## src/rtl/serial_add_pkg.sv

```systemverilog
// Shared definitions for the bit-serial adder sequencer: state encoding and
// the bit-counter width helper.
package serial_add_pkg;

   typedef enum logic [1:0] {
      ST_IDLE  = 2'd0,
      ST_SHIFT = 2'd1,
      ST_DONE  = 2'd2
   } state_e;

   // Counter must be able to hold the value WIDTH.
   function automatic int cnt_width(input int width);
      return $clog2(width + 1);
   endfunction

endpackage

```

## src/rtl/ha.sv

```systemverilog
// 1-bit half adder: the existing datapath primitive.
module ha (
   input  logic a_i,
   input  logic b_i,
   output logic s_o,
   output logic c_o
);

   assign s_o = a_i ^ b_i;
   assign c_o = a_i & b_i;

endmodule

```

## src/rtl/ha_full_slice.sv

```systemverilog
// Combinational full-adder slice built from two half adders and an OR gate.
module ha_full_slice (
   input  logic a_i,
   input  logic b_i,
   input  logic cin_i,
   output logic s_o,
   output logic cout_o
);

   logic s0;
   logic c1;
   logic c2;

   ha u_ha0 (
      .a_i (a_i),
      .b_i (b_i),
      .s_o (s0),
      .c_o (c1)
   );

   ha u_ha1 (
      .a_i (s0),
      .b_i (cin_i),
      .s_o (s_o),
      .c_o (c2)
   );

   assign cout_o = c1 | c2;

endmodule

```

## src/rtl/serial_add_ctrl.sv

```systemverilog
// Bit-serial WIDTH-bit adder sequencer (LSB first) with start/busy/done handshake.
// Optional subtraction is built only when SERIAL_ADD_SUB_EN is defined.
module serial_add_ctrl
   import serial_add_pkg::*;
#(
   parameter int WIDTH = 4
) (
   input  logic             clk,
   input  logic             rst_n,
   input  logic             ena,
   input  logic             start,
   input  logic [WIDTH-1:0] op_a,
   input  logic [WIDTH-1:0] op_b,
   input  logic             sub,
   output logic             busy,
   output logic             done,
   output logic [WIDTH-1:0] sum,
   output logic             cout
);

   localparam int CW = cnt_width(WIDTH);
   localparam logic [CW-1:0] LAST_CNT = CW'(WIDTH - 1);

   state_e           state_q, state_d;
   logic [WIDTH-1:0] a_q, a_d;
   logic [WIDTH-1:0] b_q, b_d;
   logic [WIDTH-1:0] sum_q, sum_d;
   logic [CW-1:0]    cnt_q, cnt_d;
   logic             carry_q, carry_d;
   logic             cout_q, cout_d;
   logic             done_q, done_d;

   logic slice_s;
   logic slice_c;

   ha_full_slice u_slice (
      .a_i    (a_q[0]),
      .b_i    (b_q[0]),
      .cin_i  (carry_q),
      .s_o    (slice_s),
      .cout_o (slice_c)
   );

`ifndef SERIAL_ADD_SUB_EN
   logic unused_sub;
   assign unused_sub = sub;
`endif

   always_comb begin
      state_d = state_q;
      a_d     = a_q;
      b_d     = b_q;
      sum_d   = sum_q;
      cnt_d   = cnt_q;
      carry_d = carry_q;
      cout_d  = cout_q;
      done_d  = 1'b0;
      case (state_q)
         ST_IDLE: begin
            if (start) begin
               a_d     = op_a;
               b_d     = op_b;
               carry_d = 1'b0;
`ifdef SERIAL_ADD_SUB_EN
               // Two's complement: a + ~b + 1.
               if (sub) begin
                  b_d     = ~op_b;
                  carry_d = 1'b1;
               end
`endif
               cnt_d   = '0;
               sum_d   = '0;
               cout_d  = 1'b0;
               state_d = ST_SHIFT;
            end
         end
         ST_SHIFT: begin
            a_d     = a_q >> 1;
            b_d     = b_q >> 1;
            sum_d   = {slice_s, sum_q[WIDTH-1:1]};
            carry_d = slice_c;
            cnt_d   = cnt_q + 1'b1;
            if (cnt_q == LAST_CNT) begin
               cout_d  = slice_c;
               done_d  = 1'b1;
               state_d = ST_DONE;
            end
         end
         ST_DONE: begin
            state_d = ST_IDLE;
         end
         default: begin
            state_d = ST_IDLE;
         end
      endcase
   end

   // ena low freezes every register, which also stretches a pending done.
   always_ff @(posedge clk or negedge rst_n) begin
      if (!rst_n) begin
         state_q <= ST_IDLE;
         a_q     <= '0;
         b_q     <= '0;
         sum_q   <= '0;
         cnt_q   <= '0;
         carry_q <= 1'b0;
         cout_q  <= 1'b0;
         done_q  <= 1'b0;
      end else if (ena) begin
         state_q <= state_d;
         a_q     <= a_d;
         b_q     <= b_d;
         sum_q   <= sum_d;
         cnt_q   <= cnt_d;
         carry_q <= carry_d;
         cout_q  <= cout_d;
         done_q  <= done_d;
      end
   end

   assign busy = (state_q != ST_IDLE);
   assign done = done_q;
   assign sum  = sum_q;
   assign cout = cout_q;

endmodule

```

## config.mk

```make
export PLATFORM = sky130hd
export DESIGN_NAME = serial_add_ctrl
export DESIGN_NICKNAME = d
export VERILOG_FILES = /design/src/rtl/serial_add_pkg.sv /design/src/rtl/ha.sv /design/src/rtl/ha_full_slice.sv /design/src/rtl/serial_add_ctrl.sv
export SDC_FILE = /design/constraint.sdc
export NUM_CORES = 1
export LEC_CHECK = 0
export CAP_MARGIN = 10
export CORE_ASPECT_RATIO = 0.75
export CORE_MARGIN = 4
export CORE_UTILIZATION = 52
export CTS_CLUSTER_SIZE = 12
export DETAILED_ROUTE_END_ITERATION = 10
export PLACE_DENSITY = 0.84
export SYNTH_ARGS = -nofsm -noshare
export SYNTH_HDL_FRONTEND = slang
export SYNTH_SLANG_ARGS = --single-unit
```

## constraint.sdc

```tcl
create_clock -name clk -period 2.5 [get_ports clk]
set_input_delay 0.5 -clock clk [delete_from_list [all_inputs] [get_ports clk]]
set_output_delay 0.5 -clock clk [all_outputs]
set_load 0.05 [all_outputs]
```

Yosys cells after proc, flatten, opt, wreduce, memory -nomap -nowiden
Index checks and enable logic that the tools add are counted.
{"block": "word_totals", "out_inout_bits": 7, "latchBits": 0, "in_bits": 13, "regBits": 20, "wordCells": 41, "romBits": 0, "mem_count": 0, "ram_bits": 0}
{"block": "classes", "magnitude_cmp": 0, "n_bitwise": 5, "reduce_logical": 6, "eq_ne": 4, "shift": 0, "addsub": 1, "n_div": 0, "mux": 17, "multipliers": 0}
{"op": "case mux 4 bit (2 select lines)", "n": 3}
{"op": "2-to-1 mux 4 bit", "n": 3}
{"op": "case mux 3 bit (2 select lines)", "n": 1}
{"op": "AND reduction 3 bit", "n": 2}
{"op": "2-to-1 mux 1 bit", "n": 4}
{"op": "2-to-1 mux 2 bit", "n": 2}
{"op": "!= test 2 bit (second input constant)", "n": 2}
{"op": "case mux 1 bit (2 select lines)", "n": 2}
{"op": "case mux 2 bit (2 select lines)", "n": 1}
{"op": "AND reduction 4 bit", "n": 1}
{"op": "nonzero test 2 bit", "n": 2}
{"op": "adder 3 x 1 -> 3 bit (second input constant)", "n": 1}
{"op": "== test 3 x 2 -> 1 bit (second input constant)", "n": 1}
{"op": "2-to-1 mux 3 bit", "n": 1}
{"op": "AND 1 bit", "n": 2}
{"op": "== test 2 x 1 -> 1 bit (second input constant)", "n": 1}
{"op": "logical NOT 2 bit", "n": 1}
{"op": "XOR 1 bit", "n": 2}
{"op": "bitwise OR 1 bit", "n": 1}

Logic depth before layout (Yosys ltp)
Gate-level depths: netlist of the first run.
{"block": "depth", "depth_word": 5, "mapped_depth": 5, "ltp_nobuf": 5}

Hierarchy
Synthesis of the first run repeated with hierarchy kept, for this count alone.
{"block": "hier_totals", "cells_unflattened": 73, "area_unflattened_um2": 954.7}
{"module": "serial_add_ctrl", "cells_per_inst": 70, "area_per_inst_um2": 923.4, "n_inst": 1, "seq_area_each_um2": 500.5}
{"module": "ha", "cells_per_inst": 1, "area_per_inst_um2": 12.5, "n_inst": 2, "seq_area_each_um2": 0.0}
{"module": "ha_full_slice", "cells_per_inst": 1, "area_per_inst_um2": 6.3, "n_inst": 1, "seq_area_each_um2": 0.0}

Least setup slack after synthesis of the first run
Ideal clock, no wire load.
{"block": "synth_path", "kind": "register -> register", "startpoint": "register state_q[0]", "endpoint": "register b_q[0]", "path_stages_with_launch": 5, "setup_slack_ps": 1109, "setup_time_ps": 125, "t_arrival_ps": 1266, "n_path_buf": 1, "t_required_ps": 2375, "synth_period_minus_slack_ps": 1391, "cell_sequence": "dfrtp_1 > nor2b_1 > buf_6 > mux2_4 > mux2_2"}
{"block": "synth_between", "elab_chain_cells": 3, "elab_cells_between_ends": 6, "cone_classes": "eq/ne (2); mux (1); reduce/logical (3)"}
{"item": "start, declared", "line_no": "serial_add_ctrl.sv:24", "text": "state_e state_q, state_d;"}
{"item": "start signal, assigned", "line_no": "serial_add_ctrl.sv:110", "text": "state_q <= state_d;"}
{"item": "== test 2 x 1 -> 1 bit or logical NOT 2 bit (tied branches)", "line_no": "serial_add_ctrl.sv:58", "text": "case (state_q)"}
{"item": "nonzero test 2 bit (no source line) or != test 2 bit (tied branches)"}
{"item": "AND reduction 3 bit (no source line)"}
{"item": "end signal, assigned", "line_no": "serial_add_ctrl.sv:103", "text": "b_q <= '0;"}
{"item": "end signal, assigned", "line_no": "serial_add_ctrl.sv:112", "text": "b_q <= b_d;"}
{"item": "end, declared", "line_no": "serial_add_ctrl.sv:26", "text": "logic [WIDTH-1:0] b_q, b_d;"}
Parallel ways exist; a longest one is shown, timed or not.
A chain may end at the register's enable or synchronous reset.

Worst setup path after layout of the first run
{"block": "layout_path", "startpoint": "register state_q[0]", "endpoint": "output busy"}
{"block": "layout_between", "elab_chain_cells": 1}
{"item": "nonzero test 2 bit", "line_no": "serial_add_ctrl.sv:121", "text": "assign busy = (state_q != ST_IDLE);"}
{"item": "end, declared", "line_no": "serial_add_ctrl.sv:15", "text": "output logic busy,"}
No other way between the ends.

==> results.yml, run 1 <==
status:
  status: "finished clean"
yosys:
  synth-seq-area-share_pct: 54.2
  synth.distinct_cells: 24
  netlist_area_sq_um: 923
  synthCells: 80
  yosys-top-cells-area: "dfrtp_1, o21ai_0, a22o_1"
  synth_top_cell_area_share_pct: 54.2
  synth_top_area_cell: "dfrtp_1"
  syn_nets: 96
  avgSynthCellArea_sq_um: 11.5
  ys_ff_latch: 20
  yosys_warnings: 0
clock_network:
  hold_buffers: 0
  clockRootBuffer: "clkbuf_4"
  numClockSinks: 20
  htreeDepth: 1
  cts_tree: "done"
  cts_resized: 0
  cts_made_buffers: 3
  postCtsSetupBuffers: 0
  path_clk_slew_ns: 0.12
  clk_latency_ns: 0.30
  cts.path.max_buffers: 2
floorplanning:
  coreArea_sq_um: 1580
  placementRows: 12
  dieArea_sq_um: 2520
  fp.dieH_microns: 44.5
  die_w_microns: 56.7
  floorplan.initialDensity_pct: 58.6
  ios: 20
drt:
  routed.top_layer: "met4"
  drt_wl_total_microns: 1960
  drtIter0Drc: 20
  drc_errors: 0
  routed_via_density: 5.70
  drt-met1-wl_microns: 878
  wl_met2_microns: 943
  ant_nets: 0
  routedWlPerCell_microns: 16.0
  dr.pass1.iters: 4
  num_vias: 695
  wl_met3_microns: 121
power_and_ir_drop:
  peakVddDrop_uv: 921
  power_frac_seq_pct: 37.4
  leakage_nw: 0.534
  clockPowerShare_pct: 12.9
  pwr-share-comb_pct: 49.7
  swShare_pct: 41.8
  p_int_mw: 0.871
  power_density_nw_per_um2: 1290
  p_switching_mw: 0.625
layout:
  num-nets-final: 118
  antenna_cells: 0
  final-seq-area_sq_um: 500
  fillers: 129
  multi_input_area_sq_um: 388
  final_layout_size_suffix_gt1_share_pct: 10.9
  final_common_cell: "dfrtp_1"
  final_cell_mix: "dfrtp_1, clkdlybuf4s50_1, o21ai_0"
  area_delta_synth_final_pct: 25.7
timing:
  max_freq_mhz: 441
  hold_viol: 0
  post-route-min-period_ns: 2.27
  worst_clock_skew_ns: 0.00280
  slew_headroom_pct: 60.1
  post-route-period-util_pct: 90.8
  tns_ns: 0
  worstMarginPinSlew_ns: 0.598
  rsz0062_at_grt: "no"
  slew_viol_final: 0
  postLayoutSetupSlackWorst_ns: 0.230
  setup_viol: 0
min_path:
  hp-class: "reg -> reg"
critical_path:
  crit_type: "reg -> out"
  critPathCaptureType: "output pin"
  cp.arrival_ns: 1.77
  path_max_fanout: 8
  worst_setup_path_start_kind: "flip-flop"
  slowest_delay_ns: 0.79
  crit_chain: "inv_1 -> nand2_1 -> clkdlybuf4s50_1"
  slowest_stage: "clkdlybuf4s50_1"
  required_ns: 2.00
grt:
  overflow: 0
  grt_usage_pct: 18.3
  grt_pass1_vias: 758
  antenna_found_initial: 0
  grt_pass1_wl_microns: 3460
  grt_max_degree: 21
placed_design:
  io_buffers: 18
  dp_slack_ns: 0.439
  dpl.hpwl_microns: 1330
  place.gp.congestion: 0.756
flow_run:
  drv_cap: 0
final cells by class:
class / count / area share, %
Inverter: 4 / 1.29
Sequential cell: 20 / 43.1
Tap cell: 21 / 2.26
Timing Repair Buffer: 20 / 16.8
Clock buffer: 4 / 3.13
Multi-Input combinational cell: 53 / 33.4
stage by stage:
step / instances / hold slack [ns] / utilization (%) / area (sq um) / total power [mW]
2_1_floorplan: 80 / 0.204 / - / 923 / 1.10
3_3_place_gp: 118 / 0.478 / 71.3 / 1120 / 1.27
3_5_place_dp: 118 / 0.489 / 71.3 / 1120 / 1.30
4_1_cts: 122 / 0.502 / 73.7 / 1160 / 1.51
5_1_grt: 122 / 0.532 / 73.7 / 1160 / 1.61
6_report: 122 / 0.510 / 73.7 / 1160 / 1.50
kinds of logic after synthesis:
logic type / share of synthesized area, %
compound gates: 19.1
fa+ha+maj: 4.88
buf+inv: 3.79
flops: 54.2
mux: 10.0
simple gates: 8.00
worst max-delay path, delay by kind of cell, from the launching register on:
family / cells / cell delay [ns]
buffers and inverters: 2 / 0.90
DFF: 1 / 0.48
and+or+nand+nor: 1 / 0.08
path summary, 6_finish.rpt:
path                             from       end  slack, ns  cells past startpoint
min reg2reg                  cnt_q[0]  cnt_q[0]       0.51                      1
max                        state_q[0]      busy       0.23                      3
max reg2reg                state_q[0]    b_q[0]       0.87                      4
max in group asynchronous       rst_n    sum[3]       1.76                      2
min in group asynchronous       rst_n    b_q[2]       0.53                      2
min                          cnt_q[0]  cnt_q[0]       0.51                      1
per-layer routing:
metal / GRT usage, % / vias up
met5: 0 / -
met4: 4.27 / 0
met1: 21.8 / 346
met2: 30.9 / 19
li1: - / 328
met3: 7.87 / 2
power groups by stage:
stage                     registers, mW  clock network (mW)  logic (mW)
after floorplan                   0.680                   0       0.418
after global placement            0.556                   0       0.717
after detailed placement          0.562                   0       0.740
after CTS                         0.559               0.196       0.752
after global routing              0.578               0.216       0.818
final                             0.560               0.192       0.744
Yosys cell counts:
master     count
buf_6          1
inv_1          4
mux2_2         2
o22ai_1        1
and2b_1        1
a31oi_1        2
nor2b_1        3
buf_2          1
dfrtp_1       20
nand2b_1       1
nand3_1        2
nand2_1        5
fa_1           1
o21ai_0       16
o2bb2ai_1      1
mux2i_1        4
ha_1           2
mux2_4         2
o21ai_2        1
o211ai_1       1
and3b_1        1
nor2_1         1
clkbuf_1       1
a22o_1         6
registers in the layout (all words and copies together) (netlist names):
register	count
a_q	4
b_q	4
carry_q	1
cnt_q	3
cout	1
done	1
state_q	2
sum	4
No activity file was read; power rests on OpenSTA's default activity.
==> run 2, diff against run 1 <==
- PLACE_DENSITY: 0.84 -> 0.83
- SYNTH_HIERARCHICAL: not set -> 1
==> results.yml, run 2 <==
status:
  status: "finished clean"
yosys:
  synth_edf_count: 0
  ys_ff_latch: 20
  netlist_area_sq_um: 955
  syn_nets: 90
  synth-compound-area-share_pct: 13.5
  async_flop_share_pct: 100
  synthAdderAreaFrac_pct: 5.24
  ys.flop_type: "dfrtp_1"
  synth_top_cell_area_share_pct: 52.4
  synth.most_common_cell: "dfrtp_1"
  synth_xor_area_share_pct: 0
  yosys.area_share.simple_pct: 6.42
  yosys_warnings: 6
  synth_common_cells: "dfrtp_1, a22o_1, mux2_2, inv_1, mux2_4"
  synth_top_area_cell: "dfrtp_1"
  synth_top_family_by_area: "multiplexers"
  synthCells: 73
  synth.distinct_cells: 20
  yosys-top-cells-area: "dfrtp_1, mux2_4, mux2_2"
  synthMuxAreaShare_pct: 17.7
  synth-seq-area-share_pct: 52.4
  avgSynthCellArea_sq_um: 13.1
layout:
  fin_cells: 116
  num-nets-final: 112
  final_cell_mix: "dfrtp_1, clkdlybuf4s50_1, mux2_2, a22o_1"
  final_layout_size_suffix_gt1_share_pct: 22.3
  antenna_cells: 0
  final_common_cell: "dfrtp_1"
  finalInstanceArea_sq_um: 1190
  area_delta_synth_final_pct: 24.8
floorplanning:
  placementRows: 13
  floorplan.initialDensity_pct: 54.9
  die_w_microns: 57.5
  dieArea_sq_um: 2590
  fp.dieH_microns: 45.1
  coreArea_sq_um: 1740
  ios: 20
timing:
  setup_viol: 0
  hold_viol: 0
  worst_clock_skew_ns: 0.00330
  post-route-period-util_pct: 91.4
  postLayoutSetupSlackWorst_ns: 0.216
  max_freq_mhz: 438
  slew_headroom_pct: 53.4
  rsz0062_at_grt: "no"
  tns_ns: 0
  worstMarginPinSlew_ns: 0.698
  slew_viol_final: 0
  post-route-min-period_ns: 2.28
clock_network:
  cts.path.max_buffers: 2
  clk_latency_ns: 0.30
  cts_resized: 0
  cts_made_buffers: 3
  postCtsSetupBuffers: 0
  path_clk_slew_ns: 0.11
  cts_tree: "done"
  hold_buffers: 0
  htreeDepth: 1
  clockRootBuffer: "clkbuf_4"
  numClockSinks: 20
grt:
  grt_max_degree: 21
  overflow: 0
  antenna_found_initial: 0
  grt_pass1_vias: 639
  grt_pass1_wl_microns: 2910
  grt_usage_pct: 15.1
power_and_ir_drop:
  total_power_mw: 1.49
  leakage_nw: 0.561
  power_density_nw_per_um2: 1250
  peakVddDrop_uv: 755
critical_path:
  path_max_fanout: 7
  cp.arrival_ns: 1.78
  slowest_delay_ns: 0.80
  worst_setup_path_start_kind: "flip-flop"
  required_ns: 2.00
  critPathCaptureType: "output pin"
  worstPathBufferInverterCount: 2
  critPathTopFamily: "buffers and inverters"
  startpoint: "state_q[0]"
  r2r_start: "state_q[0]"
  crit_type: "reg -> out"
  slowest_stage: "clkdlybuf4s50_1"
  crit_chain: "inv_1 -> nand2_1 -> clkdlybuf4s50_1"
placed_design:
  placed_cells: 112
  place.gp.congestion: 0.764
  io_buffers: 18
  placed_area_sq_um: 1150
  dpl.hpwl_microns: 1320
  dp_slack_ns: 0.366
flow_run:
  drv_cap: 0
drt:
  drc_errors: 0
  routed_via_density: 5.30
  ant_nets: 0
  drt_wl_total_microns: 1720
  num_vias: 615
  routedWlPerCell_microns: 14.8
  dr.pass1.iters: 3
  drtIter0Drc: 8
min_path:
  hold_start: "sum[0]"
  hp-class: "reg -> reg"
run 2: cell families (layout without fill, tap and decap cells):
group,Yosys count,in the layout
and+or+nand+nor,10,10
buffers and inverters,9,30
muxes,13,13
adders and majority gates,4,4
AOI/OAI and AO/OA,17,17
DFF,20,20
run 2: metal layers:
| metal | wire length [microns] | track usage, % | share of wire (%) |
|---|---|---|---|
| met5 | 0 | 0 | 0 |
| met4 | 0 | 2.78 | 0 |
| met3 | 90 | 5.43 | 5.2 |
| met2 | 837 | 25.7 | 49 |
| met1 | 789 | 18.8 | 46 |
run 2: layout make-up:
| type | count | area, sq um |
|---|---|---|
| Fill cell | 144 | 549 |
| Multi-Input combinational cell | 44 | 409 |
| Inverter | 6 | 22.5 |
| Clock buffer | 4 | 36.3 |
| Tap cell | 22 | 27.5 |
| Sequential cell | 20 | 500 |
| Timing Repair Buffer | 20 | 195 |
run 2: per-stage QoR:
| stage | utilization, % | hold WS, ns |
|---|---|---|
| after CTS | 68.4 | 0.523 |
| after detailed placement | 66.4 | 0.493 |
| final | 68.4 | 0.521 |
| after global routing | 68.4 | 0.531 |
| after floorplan | - | 0.204 |
| after global placement | 66.4 | 0.480 |
run 2: power breakdown:
group	switching [mW]	total, mW	leakage, nW	internal (mW)
clock	0.0980	0.187	0.0210	0.0888
combinational	0.387	0.763	0.286	0.375
sequential	0.0903	0.545	0.254	0.455
total	0.576	1.49	0.561	0.919
run 2: worst paths after layout:
check | end | slack [ns] | depth (start not counted)
hold / removal | sum[0] | 0.52 | 1
max in group asynchronous | cnt_q[0] | 1.74 | 2
setup / recovery | busy | 0.22 | 3
setup reg to reg | b_q[0] | 0.93 | 2
min in group asynchronous | carry_q | 0.54 | 2
hold reg to reg | sum[0] | 0.52 | 1
